--- src/rtl/ram_seq_ctrl_pkg.sv ---
// Shared constants, FSM encoding and size/alignment helpers for the byte-RAM sequencer.
package ram_pkg;

  localparam logic [1:0] BYTE       = 2'b00;
  localparam logic [1:0] HALFWORD   = 2'b01;
  localparam logic [1:0] WORD       = 2'b10;
  localparam logic [1:0] DOUBLEWORD = 2'b11;

  localparam logic WRITE = 1'b0;
  localparam logic READ  = 1'b1;

  typedef enum logic [1:0] {
    S_IDLE = 2'd0,
    S_XFER = 2'd1,
    S_DONE = 2'd2
  } state_t;

  typedef struct packed {
    logic       rw;
    logic [1:0] typ;
  } req_t;

  // Index of the last byte of an access, i.e. N-1 for N = 1 << typ.
  function automatic logic [2:0] last_idx(input logic [1:0] typ);
    return 3'((4'd1 << typ) - 4'd1);
  endfunction

  function automatic logic misaligned(input logic [2:0] addr_lo, input logic [1:0] typ);
    return |(addr_lo & last_idx(typ));
  endfunction

endpackage

--- src/rtl/ram_seq_ctrl_if.sv ---
// Request/done handshake between the load/store unit and the RAM sequencer.
interface ram_seq_if #(
  parameter int ADDR_W = 8,
  parameter int DATA_W = 64
);
  logic              enable;
  logic              rw;
  logic [1:0]        type_data;
  logic [ADDR_W-1:0] address;
  logic [DATA_W-1:0] data_in;
  logic [DATA_W-1:0] data_out;
  logic              mv;
  logic              busy;
  logic              err;

  modport master (
    output enable, rw, type_data, address, data_in,
    input  data_out, mv, busy, err
  );

  modport slave (
    input  enable, rw, type_data, address, data_in,
    output data_out, mv, busy, err
  );
endinterface

--- src/rtl/ram_seq_ctrl_byte_array.sv ---
// Byte-wide storage: synchronous write, combinational read, contents never reset.
module ram_byte_array #(
  parameter int ADDR_W = 8
) (
  input  logic              clk,
  input  logic              i_we,
  input  logic [ADDR_W-1:0] i_addr,
  input  logic [7:0]        i_wdata,
  output logic [7:0]        o_rdata
);
  logic [7:0] mem [0:(1<<ADDR_W)-1];

  always_ff @(posedge clk) begin
    if (i_we) mem[i_addr] <= i_wdata;
  end

  assign o_rdata = mem[i_addr];
endmodule

--- src/rtl/ram_seq_ctrl.sv ---
// Byte-serial access sequencer: moves 1/2/4/8-byte big-endian requests one byte per clock.
module ram_seq_ctrl
  import ram_pkg::*;
#(
  parameter int ADDR_W = 8,
  parameter int DATA_W = 64
) (
  input  logic     clk,
  input  logic     rst_n,
  ram_seq_if.slave bus
);
  state_t            r_state;
  req_t              r_req;
  logic [ADDR_W-1:0] r_addr;
  logic [DATA_W-1:0] r_data;
  logic [DATA_W-1:0] r_shift;
  logic [DATA_W-1:0] r_dout;
  logic [2:0]        r_cnt;
  logic              r_busy;
  logic              r_mv;
  logic              r_err;

  logic [2:0]        w_nm1;
  logic [2:0]        w_idx;
  logic              w_last;
  logic [ADDR_W-1:0] w_maddr;
  logic              w_we;
  logic [7:0]        w_wbyte;
  logic [7:0]        w_rdata;
  logic [DATA_W-1:0] w_shift_nxt;

  assign w_nm1       = last_idx(r_req.typ);
  assign w_last      = (r_cnt == w_nm1);
  // Byte k of an N-byte access carries data bits [8*(N-k)-1 -: 8], MSB first.
  assign w_idx       = w_nm1 - r_cnt;
  assign w_wbyte     = r_data[{w_idx, 3'b000} +: 8];
  assign w_maddr     = r_addr + ADDR_W'(r_cnt);
  // Decoded from the async-reset state so a reset mid-transfer stops writes at once.
  assign w_we        = (r_state == S_XFER) && (r_req.rw == WRITE);
  assign w_shift_nxt = {r_shift[DATA_W-9:0], w_rdata};

  ram_byte_array #(.ADDR_W(ADDR_W)) u_mem (
    .clk     (clk),
    .i_we    (w_we),
    .i_addr  (w_maddr),
    .i_wdata (w_wbyte),
    .o_rdata (w_rdata)
  );

  always_ff @(posedge clk or negedge rst_n) begin
    if (!rst_n) begin
      r_state <= S_IDLE;
      r_req   <= '0;
      r_addr  <= '0;
      r_data  <= '0;
      r_shift <= '0;
      r_dout  <= '0;
      r_cnt   <= '0;
      r_busy  <= 1'b0;
      r_mv    <= 1'b0;
      r_err   <= 1'b0;
    end else begin
      case (r_state)
        S_IDLE: begin
          if (bus.enable) begin
            r_req   <= '{rw: bus.rw, typ: bus.type_data};
            r_addr  <= bus.address;
            r_data  <= bus.data_in;
            r_shift <= '0;
            r_cnt   <= '0;
            r_busy  <= 1'b1;
            if (misaligned(bus.address[2:0], bus.type_data)) begin
              r_state <= S_DONE;
              r_err   <= 1'b1;
              r_mv    <= 1'b1;
            end else begin
              r_state <= S_XFER;
            end
          end
        end
        S_XFER: begin
          r_cnt <= r_cnt + 3'd1;
          if (r_req.rw == READ) r_shift <= w_shift_nxt;
          if (w_last) begin
            r_state <= S_DONE;
            r_mv    <= 1'b1;
            if (r_req.rw == READ) r_dout <= w_shift_nxt;
          end
        end
        S_DONE: begin
          r_state <= S_IDLE;
          r_mv    <= 1'b0;
          r_err   <= 1'b0;
          r_busy  <= 1'b0;
        end
        default: begin
          r_state <= S_IDLE;
          r_mv    <= 1'b0;
          r_err   <= 1'b0;
          r_busy  <= 1'b0;
        end
      endcase
    end
  end

  assign bus.data_out = r_dout;
  assign bus.mv       = r_mv;
  assign bus.busy     = r_busy;
  assign bus.err      = r_err;
endmodule

--- src/flat_wrapper.sv ---
// flat-port wrapper written by rule: the top's interface ports become plain ports
module ram_seq_ctrl_flat import ram_pkg::*;
#(
  parameter int ADDR_W = 8,
  parameter int DATA_W = 64
)
  (clk, rst_n, bus_enable, bus_rw, bus_type_data, bus_address, bus_data_in, bus_data_out, bus_mv, bus_busy, bus_err);
  ram_seq_if #(.ADDR_W(ADDR_W), .DATA_W(DATA_W)) bus_i ();
  input  logic clk;
  input  logic rst_n;
  input wire logic [$bits(bus_i.enable)-1:0] bus_enable;
  input wire logic [$bits(bus_i.rw)-1:0] bus_rw;
  input wire logic [$bits(bus_i.type_data)-1:0] bus_type_data;
  input wire logic [$bits(bus_i.address)-1:0] bus_address;
  input wire logic [$bits(bus_i.data_in)-1:0] bus_data_in;
  output wire logic [$bits(bus_i.data_out)-1:0] bus_data_out;
  output wire logic [$bits(bus_i.mv)-1:0] bus_mv;
  output wire logic [$bits(bus_i.busy)-1:0] bus_busy;
  output wire logic [$bits(bus_i.err)-1:0] bus_err;
  assign bus_i.enable = bus_enable;
  assign bus_i.rw = bus_rw;
  assign bus_i.type_data = bus_type_data;
  assign bus_i.address = bus_address;
  assign bus_i.data_in = bus_data_in;
  assign bus_data_out = bus_i.data_out;
  assign bus_mv = bus_i.mv;
  assign bus_busy = bus_i.busy;
  assign bus_err = bus_i.err;
  ram_seq_ctrl #(.ADDR_W(ADDR_W), .DATA_W(DATA_W)) u_core (.clk(clk), .rst_n(rst_n), .bus(bus_i));
endmodule
--- config.mk ---
export PLATFORM = sky130hd
export DESIGN_NAME = ram_seq_ctrl_flat
export DESIGN_NICKNAME = d
export VERILOG_FILES = /design/src/rtl/ram_seq_ctrl_pkg.sv /design/src/rtl/ram_seq_ctrl_if.sv /design/src/rtl/ram_seq_ctrl_byte_array.sv /design/src/rtl/ram_seq_ctrl.sv /design/src/flat_wrapper.sv
export SDC_FILE = /design/constraint.sdc
export NUM_CORES = 2
export LEC_CHECK = 0
export BUFFER_PORTS_ARGS = -buffer_cell sky130_fd_sc_hd__buf_2
export CORE_ASPECT_RATIO = 1.25
export CORE_UTILIZATION = 56
export DETAILED_ROUTE_END_ITERATION = 7
export PLACE_DENSITY = 0.75
export SLEW_MARGIN = 20
export SYNTH_ARGS = -nofsm -noshare
export SYNTH_HDL_FRONTEND = slang
export SYNTH_SLANG_ARGS = --single-unit
--- constraint.sdc ---
create_clock -name clk -period 4.9 [get_ports clk]
set_clock_uncertainty 0.05 [all_clocks]
set_input_delay 0.49 -clock clk [delete_from_list [all_inputs] [get_ports clk]]
set_output_delay 0.49 -clock clk [all_outputs]
set_load 0.01 [all_outputs]
# After elaboration in Yosys (flattened, before gate mapping)
# Memories as Yosys holds them, arrays and structs flattened.
# Index checks and enable logic that the tools add are counted.
classes:
  n_addsub: 5
  eq_ne: 6
  shifts: 3
  muxes: 18
  bitwise: 3
  reduce_logical: 12
op_table:
  columns: ["cell", "count"]
  rows:
  - ["56-bit 2-to-1 mux", 2]
  - ["56-bit case mux with 2 select lines", 1]
  - ["64-bit by 7-bit variable part select with 8-bit output", 1]
  - ["3-bit AND reduction", 4]
  - ["8-bit by 3-bit adder with 8-bit output", 1]
  - ["2-bit AND reduction", 4]
  - ["1-bit 2-to-1 mux", 6]
  - ["2-bit 2-to-1 mux", 3]
  - ["2-bit by 1-bit inequality test with 1-bit output, second input constant", 3]
  - ["1-bit case mux with 2 select lines", 3]
  - ["3-bit case mux with 2 select lines", 1]
  - ["1-bit by 2-bit << shifter with 3-bit output, first input constant", 2]
  - ["3-bit by 1-bit subtractor with 3-bit output, second input constant", 2]
  - ["2-bit case mux with 2 select lines", 1]
  - ["3-bit by 1-bit adder with 3-bit output, second input constant", 1]
  - ["3-bit AND", 1]
  - ["3-bit equality test", 1]
  - ["3-bit 2-to-1 mux", 1]
  - ["3-bit OR reduction", 1]
  - ["3-bit subtractor", 1]
  - ["2-bit by 1-bit equality test with 1-bit output, second input constant", 1]
  - ["2-bit zero test", 1]
  - ["2-bit inequality test, second input constant", 1]
  - ["1-bit NOT", 2]
  - ["other kinds (2)", 2]
word_totals:
  reg_bits: 203
  ram_bits: 2048
  in_bits: 78
  out_inout_bits: 67
  word_cells: 59
  n_memories: 1
mem_list:
  columns: ["name", "words", "word_bits", "rd", "rd_clocked_by_memory_dff", "wr", "line_no", "rtl"]
  rows:
  - ["u_core.u_mem.mem", 256, 8, 1, 0, 1, "ram_seq_ctrl_byte_array.sv:11", "logic [7:0] mem [0:(1<<ADDR_W)-1];"]

# Depth between registers and ports, before layout
depth:
  depth_word: 7
  depth_mapped: 15
  mapped_depth_nobuf: 10

# Cells and area by module
# Synthesis repeated with hierarchy kept, for this count alone.
hier_totals:
  hier_cells: 4062
  hier_area_um2: 86939.6
by_module_without_submodules:
  columns: ["module", "instances", "cells_per_inst", "area_per_inst_um2", "seq_area_each_um2"]
  rows:
  - ["ram_byte_array", 1, 3539, 78332.6, 61499.0]
  - ["ram_seq_ctrl", 1, 523, 8607.0, 5079.9]

# Worst setup path before layout
# OpenSTA, ideal clock, no wires.
synth_path:
  kind: "reg-to-reg"
  startpoint: "register u_core.r_req[1] (netlist bit)"
  endpoint: "memory u_core.u_mem.mem[0][0] (data pin)"
  setup_time_ns: 0.555
  t_arrival_ns: 3.946
  path_slack_ns: 0.348
  stages_incl_launch_ff: 9
  n_path_buf: 1
  period_less_slack_ns: 4.552
  cell_sequence: "dfrtp_1 -> nor2_1 -> ha_1 -> inv_1 -> fa_1 -> xor2_1 -> clkbuf_1 -> mux4_2 -> mux2_2"
synth_via:
  elab_chain_cells: 4
synth_lines:
  columns: ["item", "line_no", "rtl"]
  rows:
  - ["from (decl)", "ram_seq_ctrl.sv:13", "req_t r_req;"]
  - ["from (signal assigned)", "ram_seq_ctrl.sv:66", "r_req <= '{rw: bus.rw, typ: bus.type_data};"]
  - ["1-bit by 2-bit << shifter with 3-bit output", "ram_seq_ctrl_pkg.sv:25", "return 3'((4'd1 << typ) - 4'd1);"]
  - ["3-bit by 1-bit subtractor with 3-bit output", "ram_seq_ctrl_pkg.sv:25", null]
  - ["3-bit subtractor", "ram_seq_ctrl.sv:35", "assign w_idx = w_nm1 - r_cnt;"]
  - ["64-bit by 7-bit variable part select with 8-bit output", "ram_seq_ctrl.sv:36", "assign w_wbyte = r_data[{w_idx, 3'b000} +: 8];"]
  - ["net u_core.u_mem.i_wdata[0]", "ram_seq_ctrl_byte_array.sv:8", "input logic [7:0] i_wdata,"]
  - ["to (decl)", "ram_seq_ctrl_byte_array.sv:11", null]
# The timed path passes the listed nets, and every way through them passes these cells.

# Worst setup path after layout
layout_path:
  startpoint: "register u_core.r_cnt[0]"
  endpoint: "register u_core.r_shift[7]"
layout_via:
  elab_chain_cells: 4
layout_lines:
  columns: ["item", "line_no", "rtl"]
  rows:
  - ["from (decl)", "ram_seq_ctrl.sv:18", "logic [2:0] r_cnt;"]
  - ["from (signal assigned)", "ram_seq_ctrl.sv:82", "r_cnt <= r_cnt + 3'd1;"]
  - ["8-bit by 3-bit adder with 8-bit output", "ram_seq_ctrl.sv:37", "assign w_maddr = r_addr + ADDR_W'(r_cnt);"]
  - ["memory read 256 x 8 bit", null, null]
  - ["56-bit 2-to-1 mux", "ram_seq_ctrl.sv:83", "if (r_req.rw == READ) r_shift <= w_shift_nxt;"]
  - ["56-bit case mux with 2 select lines", "ram_seq_ctrl.sv:63", "case (r_state)"]
  - ["to (signal assigned)", "ram_seq_ctrl.sv:83", null]
  - ["to (decl)", "ram_seq_ctrl.sv:16", "logic [DATA_W-1:0] r_shift;"]
# Every way passes these cells. The select of a mux whose other input is x is not followed.
# A chain may end at the register's enable or synchronous reset.

==> metrics.md <==
| Metric | Value |
|---|---|
| Status | finished clean |
| Routed vias/inst | ~6.6 |
| IO buf count | roughly 140 |
| GRT overflow | 0 |
| Post-synth EDFFs | approximately 2000 |
| Arr. time, crit path | ~5.3 ns |
| WP buf/inv | 0 |
| Routed Antenna Nets | 0 |
| Routability Congestion | about 0.89 |
| Wire length on met1 | slightly below 80000 um |
| Worst Tran Pin Value | 1.13 ns |
| Final Hold Violating Endpoints | 0 |
| DRT Pass-1 Iters | 6 |
| RSZ-0062 raised after global routing | no |
| DRC viols | 0 |
| Slew Viols, Final | 0 |
| CTS buffer count | between 150 and 200 |
| Initial antenna violation count | 8 |
| Sink Count | 2251 |
| Final setup violation count | 0 |
| Share of layout cells above drive strength 1 | 0.281 |
| Post-CTS Setup Bufs | 0 |
| Die height | 446 um |
| H-tree depth | 4 |
| DR vias | about 46000 |
| Clock Pin Slew Worst Setup and Hold Paths | 0.07 ns |
| Post-DP HPWL | roughly 130000 um |
| Area of the die | approximately 160000 um^2 |
| Slew HR | 0.245 |
| Core area | approximately 160000 um^2 |
| Fin nets | 4924 |
| Longest Clk Path Bufs | 3 |
| Io pins | 145 |
| Critical Path RT | approximately 5.6 ns |
| Top_reg_cell synth | edfxtp_1 |
| FMAX | 216 MHz |
| Post-synth net total | 4423 |
| Global-route wire length before repair | 322000 um |
| Crit-path max cell delay | about 0.85 ns |
| Die Wd | 357 um |
| Worst-skew pair later-pin latency | 0.84 ns |
| Worst path cell trace | ha_4 -> fa_4 -> a21oi_2 -> nor2_1 -> a211oi_4 -> o22ai_1 -> o31ai_1 -> nand4_1 -> o21ai_0 |
| DR top layer | met5 |
| DR WL/cell | 31.5 um |
| Final Non-Filler Cells | 7056 |
| WL met3 | 21200 um |
| Cell Area, Synth | between 80000 and 90000 um^2 |
| Row cnt | approximately 160 |
| Initial Utilization | 0.565 |
| Yosys warning count | 0 |
| Share of flip-flops with an asynchronous set or reset | 0.0902 |
| Largest net degree at the start of global routing | 167 |
| Path type of the worst min-delay path | in -> async |
| Core Util, Final | 0.643 |
| Starting DRT DRC Count | 6703 |
| Synth unique cells | 80 |
| CTS tree | yes |
| CTS root buf | clkbuf_16 |
| Critical path's slowest cell | a211oi_4 |
| Worst Setup Start Kind | flip-flop |
| Max-cap viol count | 0 |
| Critical-path maximum fanout | 10 |
| Post-synthesis area per instance | 20.3 um^2 |
| Area growth syn-to-layout | 13.8% |
| Worst path top cell family by delay | compound AO/OA/AOI/OAI gates |
| CP endpoint kind | flip-flop |
| Placed cells | ~6600 |
| Seq/Total Area, Yosys | 0.755 |
| FF+latch count, synth | 2251 |
| GRT Util Overall | 0.283 |
| Setup TNS | 0 ns |
| Min Tclk post-route | ~4.6 ns |
| Final cycle utilization of the critical path | 0.944 |
| Routed met2 length | 110000 um |
| Routed wire length | 222000 um |
| Vias in the first global route | 46565 |
| Syn Inst Count | 4337 |
| Crit Path Class | reg -> reg |
metal layers:
layer | vias to the layer above | GRT usage
met1 | 24159 | 0.373
met4 | 4 | 0.133
met2 | 2983 | 0.460
li1 | 18582 | -
met5 | - | 0
met3 | 588 | 0.0512
state kept, by name, summed over array words and instances, names as in the netlist:
register / count
u_core.u_mem.mem: 2048
u_core.bus.data_out: 64
u_core.r_data: 64
u_core.r_shift: 56
u_core.r_addr: 8
u_core.r_cnt: 3
u_core.r_req: 3
u_core.r_state: 2
u_core.bus.busy: 1
u_core.bus.err: 1
u_core.bus.mv: 1
cells in the mapped netlist, types with 12 or more instances:
cell type / number / area share
nor2_1: 282 / 0.012
buf_4: 42 / 0.0036
mux2_2: 20 / 0.0026
mux4_2: 578 / 0.15
mux2i_1: 62 / 0.0070
edfxtp_1: 2048 / 0.70
nand4_1: 16 / 0.0011
o22ai_1: 16 / 0.0011
buf_2: 50 / 0.0028
a22o_1: 57 / 0.0057
dfrtp_1: 203 / 0.058
nand3_1: 36 / 0.0020
o21ai_1: 12 / 0.00068
nand2_1: 478 / 0.020
o21ai_0: 35 / 0.0020
buf_1: 18 / 0.00077
clkbuf_1: 99 / 0.0042
o221ai_1: 14 / 0.0014
a21oi_1: 39 / 0.0022
mux4_1: 22 / 0.0066
buf_6: 35 / 0.0045
cell usage in the layout (no fill, tap or decap), types with 11 or more instances in the layout:
cell,instances
mux4_2,578
clkbuf_16,200
clkbuf_1,32
a21oi_1,39
mux2i_1,62
o21ai_0,35
dfrtp_1,203
mux4_1,22
o22ai_1,16
nand2_1,477
edfxtp_1,2048
nand3_1,28
o21ai_1,12
buf_12,33
nand4_1,16
o221ai_1,14
clkinv_1,40
bufinv_16,22
buf_4,303
mux2_2,12
clkinv_2,32
dlygate4sd3_1,77
nor2_1,279
buf_2,143
clkinvlp_4,11
a22o_1,57
path summary, 6_finish.rpt:
kind / cells past startpoint / slack, ns / end / startpoint
worst min-delay path: 2 / 0.27 / u_core.r_data[49] / rst_n
worst max register to register: 9 / 0.27 / u_core.r_shift[7] / u_core.r_cnt[0]
max in group asynchronous: 3 / 3.45 / u_core.bus.data_out[58] / rst_n
worst max-delay path: 9 / 0.27 / u_core.r_shift[7] / u_core.r_cnt[0]
worst min register to register: 2 / 0.42 / u_core.bus.data_out[55] / u_core.bus.data_out[55]
min in group clk: 4 / 0.34 / u_core.r_data[9] / bus_data_in[9]
logic make-up (layout without fill, tap and decap cells):
group / after synthesis / after routing / synth area share
and+or+nand+nor: 859 / 859 / 0.0394
other: 0 / 6 / 0
xor gates and xnor gates: 5 / 5 / 0.000582
muxes: 682 / 682 / 0.164
AOI/OAI and AO/OA: 269 / 269 / 0.0224
DFF: 2251 / 2251 / 0.755
buffers and inverters: 263 / 926 / 0.0179
adders and majority gates: 8 / 8 / 0.00130
final cells by class:
type / count / area [um^2]
well taps: 2050 / 2560
multi-input cells: 1823 / 20400
flip-flops and latches: 2251 / 66600
clock inverters: 123 / 1250
fillers: 9897 / 55700
diodes: 6 / 15.0
repair buffers: 558 / 4460
inverters: 9 / 33.8
clock buffers: 236 / 5150
repair_timing:
item | CTS | global route
resized for setup | 0 | 0
endpoints found under the hold margin | 194 | 0
endpoints found under the setup margin | 0 | 0
hold buffers | 77 | 0
stage by stage:
step                      area, um^2  setup slack, ns  hold slack (ns)
final                         100000            0.273            0.270
after global routing          100000            0.141            0.349
after CTS                     100000            0.275            0.288
after detailed placement       93200            0.295            0.407
after global placement         93200           -0.480            0.402
after floorplan                88200            0.348            0.144
Power is not shown: default switching activity piles up to over one toggle a cycle in this logic, so the estimate is an artifact.
